==> config.mk <==
export PLATFORM = sky130hd
export DESIGN_NAME = minterm_lut
export DESIGN_NICKNAME = d
export VERILOG_FILES = /design/src/rtl/minterm_lut.sv
export SDC_FILE = /design/constraint.sdc
export NUM_CORES = 1
export LEC_CHECK = 0
export ABC_AREA = 1
export ABC_CLOCK_PERIOD_IN_PS = 2500
export CAP_MARGIN = 20
export CORE_ASPECT_RATIO = 1.25
export CORE_MARGIN = 10
export CORE_UTILIZATION = 35
export CTS_CLUSTER_SIZE = 16
export DETAILED_ROUTE_END_ITERATION = 8
export HOLD_SLACK_MARGIN = 0.02
export MAX_ROUTING_LAYER = met4
export PLACE_DENSITY_LB_ADDON = 0.12
export SLEW_MARGIN = 20
export SYNTH_ARGS = -nofsm -noshare
export SYNTH_HDL_FRONTEND = slang
export SYNTH_SLANG_ARGS = --single-unit
==> constraint.sdc <==
create_clock -name clk -period 2.5 [get_ports clk]
set_input_delay 0.5 -clock clk [delete_from_list [all_inputs] [get_ports clk]]
set_output_delay 0.5 -clock clk [all_outputs]
set_load 0.02 [all_outputs]
==> src/rtl/minterm_lut.sv <==
// Loadable N-input truth table with single-cycle evaluation and a scan FSM that lists the true minterms.
// Define MINTERM_LUT_COUNT_EN to make ones_count track popcount(table); otherwise ones_count is 0.
module minterm_lut #(
  parameter int N = 5,
  parameter logic [(1<<N)-1:0] INIT = 32'h7F304C3F
) (
  input  logic         clk,
  input  logic         reset_n,
  input  logic         load_en,
  input  logic         load_bit,
  input  logic         in_valid,
  input  logic [N-1:0] in_vec,
  output logic         out_valid,
  output logic         f,
  input  logic         scan_start,
  output logic         scan_busy,
  output logic         scan_valid,
  output logic [N-1:0] scan_idx,
  output logic         scan_done,
  output logic [N:0]   ones_count
);
  localparam int DEPTH = 1 << N;

  typedef enum logic [1:0] {IDLE, SCAN, DONE} state_t;

  state_t           state, state_nxt;
  logic [DEPTH-1:0] tbl;
  logic [N-1:0]     idx;
  logic             idx_last, hit, done_nxt;

  assign idx_last  = &idx;
  assign scan_busy = (state != IDLE);

  always_ff @(posedge clk or negedge reset_n) begin
    if (!reset_n) state <= IDLE;
    else          state <= state_nxt;
  end

  always_comb begin
    state_nxt = state;
    case (state)
      IDLE:    if (scan_start) state_nxt = SCAN;
      SCAN:    if (idx_last)   state_nxt = DONE;
      DONE:                    state_nxt = IDLE;
      default:                 state_nxt = IDLE;
    endcase
  end

  always_comb begin
    hit      = (state == SCAN) && tbl[idx];
    done_nxt = (state == DONE);
  end

  // Index stops at the last minterm; it is re-armed only by a fresh start.
  always_ff @(posedge clk or negedge reset_n) begin
    if (!reset_n)                          idx <= '0;
    else if (state == IDLE && scan_start)  idx <= '0;
    else if (state == SCAN && !idx_last)   idx <= idx + 1'b1;
  end

  always_ff @(posedge clk or negedge reset_n) begin
    if (!reset_n) begin
      scan_valid <= 1'b0;
      scan_idx   <= '0;
      scan_done  <= 1'b0;
    end else begin
      scan_valid <= hit;
      scan_done  <= done_nxt;
      if (hit) scan_idx <= idx;
    end
  end

  // Table is frozen while the scan owns it so the reported list stays coherent.
  always_ff @(posedge clk or negedge reset_n) begin
    if (!reset_n)                    tbl <= INIT;
    else if (load_en && !scan_busy)  tbl <= {load_bit, tbl[DEPTH-1:1]};
  end

  always_ff @(posedge clk or negedge reset_n) begin
    if (!reset_n) begin
      out_valid <= 1'b0;
      f         <= 1'b0;
    end else begin
      out_valid <= in_valid;
      if (in_valid) f <= tbl[in_vec];
    end
  end

`ifdef MINTERM_LUT_COUNT_EN
  function automatic logic [N:0] popcount(input logic [DEPTH-1:0] v);
    logic [N:0] c;
    c = '0;
    for (int i = 0; i < DEPTH; i++) c = c + (N+1)'(v[i]);
    return c;
  endfunction

  always_ff @(posedge clk or negedge reset_n) begin
    if (!reset_n) ones_count <= popcount(INIT);
    else          ones_count <= popcount(tbl);
  end
`else
  assign ones_count = '0;
`endif

endmodule

==> run_results.csv <==
group,metric,value,unit
clock_network,root_buffer,"clkbuf_8",
logic_synthesis,ys_ff_latch,48,
clock_network,path_clk_slew,0.10,ns
floorplanning,start_util,36.3,%
logic_synthesis,seq_area_frac_synth,47.8,%
worst_setup_path,worstSetupStartpointType,"flip-flop",
sta,min_period_over_period,78.1,%
cells_and_area,nFillCells,783,
clock_network,cts_setup_buffers,0,
clock_network,cts_hold_repair.buffers,0,
worst_setup_path,critPathTopFamily,"buffers and inverters",
cells_and_area,diodes,0,
worst_setup_path,path_class,"reg -> out",
logic_synthesis,synth.top_cell.area_share,29.3,%
cells_and_area,drive_above_1_share,11.3,%
floorplanning,die_height,116,µm
grt,overflow,0,
grt,grtUsageTotal,12.6,%
detailed_routing,drt_pass1_iterations,4,
cells_and_area,fin_nets,375,
worst_setup_path,cp_cell_sequence,"nor2_1 -> inv_1 -> clkdlybuf4s50_1",
detailed_routing,wl_per_cell,14.1,µm
worst_setup_path,crit_path_max_fanout,3,
grt,grt_pass1_wl,10900,µm
floorplanning,num_rows,34,
detailed_routing,dr_total_vias,2167,
logic_synthesis,ys_types,25,
detailed_routing,drtAntennaViolNets,0,
clock_network,clockBufferDepth,2,
pwr,power_density,1150,mW/mm²
worst_setup_path,cp_slowest_cell,"clkdlybuf4s50_1",
sta,fin_crit,1.95,ns
placement,gp_congestion,0.827,
sta,finalMaxSlewViolations,0,
worst_setup_path,cp_num_buf_inv,2,
sta,fin_worst_skew,0.0108,ns
flow_run,max_cap_viol_count,0,
grt,antenna_found_initial,0,
sta,hold_viol,0,
pwr,p_leak,0.00137,µW
run_status,status,"complete, no violations",
pwr,vdd_drop_max,0.688,mV
sta,fmax,512,MHz
logic_synthesis,synth_area_leaders,"dfrtp_1, dfstp_2, nand2_1, nand3_1, o21ai_0",
floorplanning,dieArea,0.0112,mm²
cells_and_area,postLayoutCoreUtil,41.5,%
floorplanning,fp.dieW,96.5,µm
logic_synthesis,synth-warning-count,0,
clock_network,cts_resized,0,
cells_and_area,layout_commonest_cell,"nand2_1",
clock_network,clk_latency,0.31,ns
sta,setup_viol,0,
worst_setup_path,critPathArrivalTime,1.45,ns
cells_and_area,multiInputGateArea,0.00108,mm²
detailed_routing,routed_wl,6370,µm
sta,fin_setup_tns,0,ns
placement,port_buffers,20,
logic_synthesis,syn_inst,343,
worst_setup_path,cp.required,2.00,ns
placement,hpwl,4710,µm
floorplanning,ioPinCount,27,
clock_network,cts_sinks,48,
logic_synthesis,syn_avg_cell_area,7.47,µm²
detailed_routing,via_per_inst,4.78,
detailed_routing,first_iter_violations,111,
cells_and_area,syn_to_final_growth,14.3,%
clock_network,htree_num_levels,2,
cells_and_area,seqCellArea,0.00122,mm²
cells_and_area,most-common-layout-cells,"nand2_1, nand3_1, inv_1, o21ai_0, dfrtp_1",
clock_network,cts_tree,"yes",
logic_synthesis,yosysTopAreaCell,"dfrtp_1",
grt,grt_max_degree,33,
worst_setup_path,cpPeakStageDelay,0.54,ns
clock_network,cts_buffers,5,
grt,grt_pass1_vias,2160,
hold_path,hold_path_class,"in -> async",
floorplanning,fp.coreArea,0.00706,mm²
sta,rsz0062_at_grt,"no",
detailed_routing,drcViolationCount,0,
worst_setup_path,endpoint_kind,"output pin",
logic_synthesis,synth_area,0.00256,mm²
## power by group
part	total, µW	internal, µW	switching, µW
Combinational	1490	552	938
Clock	505	222	283
Sequential	1370	1130	235
## layout make-up
class | count | share of cell area, %
Clock inverter | 2 | 0.342
Clock buffer | 6 | 2.82
Inverter | 44 | 5.64
Tap cell | 90 | 3.85
Timing Repair Buffer | 26 | 8.63
Sequential cell | 48 | 41.8
Multi-Input combinational cell | 237 | 36.9
## worst reg2reg max path, delay by kind of cell, from the launching register on
family	cells	cell delay [ns]
compound gates	2	0.25
simple gates	3	0.54
flops	1	0.39
fa+ha+maj	2	0.41
buf+inv	1	0.07
## cell usage after synthesis, drive strengths merged
cell / instances
a21oi: 15
dfrtp: 30
clkinv: 1
ha: 2
o211ai: 1
clkbuf: 6
nand3: 46
o21ai: 37
and3: 1
dfstp: 18
nand4: 5
mux2: 1
nor2: 14
conb: 1
inv: 43
nand2: 109
buf: 13
## per-layer routing
layer	track usage [%]	vias up	share of wire, %
met5	-	-	0
met4	4.95	0	1.8
met3	1.94	10	3.6
met2	19.2	38	46
met1	16.4	1004	48
li1	-	1115	-
## state kept, by name, summed over array words and instances (netlist names)
name / cells
out_valid: 1
tbl: 32
scan_idx: 5
state: 2
scan_done: 1
idx: 5
scan_valid: 1
f: 1
## metrics by stage
step | instances | hold slack, ns | power [µW] | area [µm²] | worst slack (ns)
floorplan | 348 | 0.204 | 2430 | 2580 | 0.930
global placement | 445 | 0.442 | 2880 | 2840 | 0.401
detailed placement | 445 | 0.444 | 2890 | 2840 | 0.387
CTS | 453 | 0.155 | 3400 | 2930 | 0.528
global route | 453 | 0.167 | 3690 | 2930 | 0.461
finish | 453 | 0.140 | 3360 | 2930 | 0.547
## worst paths after layout
path                                      startpoint                   to  slack, ns  cells past startpoint
worst min register to register  state[0]$_DFFE_PN0P_  scan_done$_DFF_PN0_       0.45                      1
min in group clk                state[0]$_DFFE_PN0P_  scan_done$_DFF_PN0_       0.45                      1
worst max register to register    idx[0]$_DFFE_PN0P_   idx[3]$_DFFE_PN0P_       0.74                      8
worst min-delay path                         reset_n        f$_DFFE_PN0P_       0.14                      1
max in group asynchronous                    reset_n   tbl[4]$_DFFE_PN1P_       1.75                      2
worst max-delay path            state[1]$_DFFE_PN0P_            scan_busy       0.55                      3
## kinds of logic (layout without fill, tap and decap cells)
| family | Yosys count | after routing | share of synthesized area, % |
|---|---|---|---|
| AO/OA/AOI/OAI | 53 | 53 | 10.4 |
| buffers and inverters | 63 | 78 | 10.8 |
| adder cells (fa/ha/maj) | 2 | 2 | 0.976 |
| AND/OR/NAND/NOR | 175 | 175 | 29.4 |
| flip-flops | 48 | 48 | 47.8 |
| other | 1 | 6 | 0.146 |
| multiplexers | 1 | 1 | 0.439 |
Note: power is estimated with default switching activity, not from simulation.
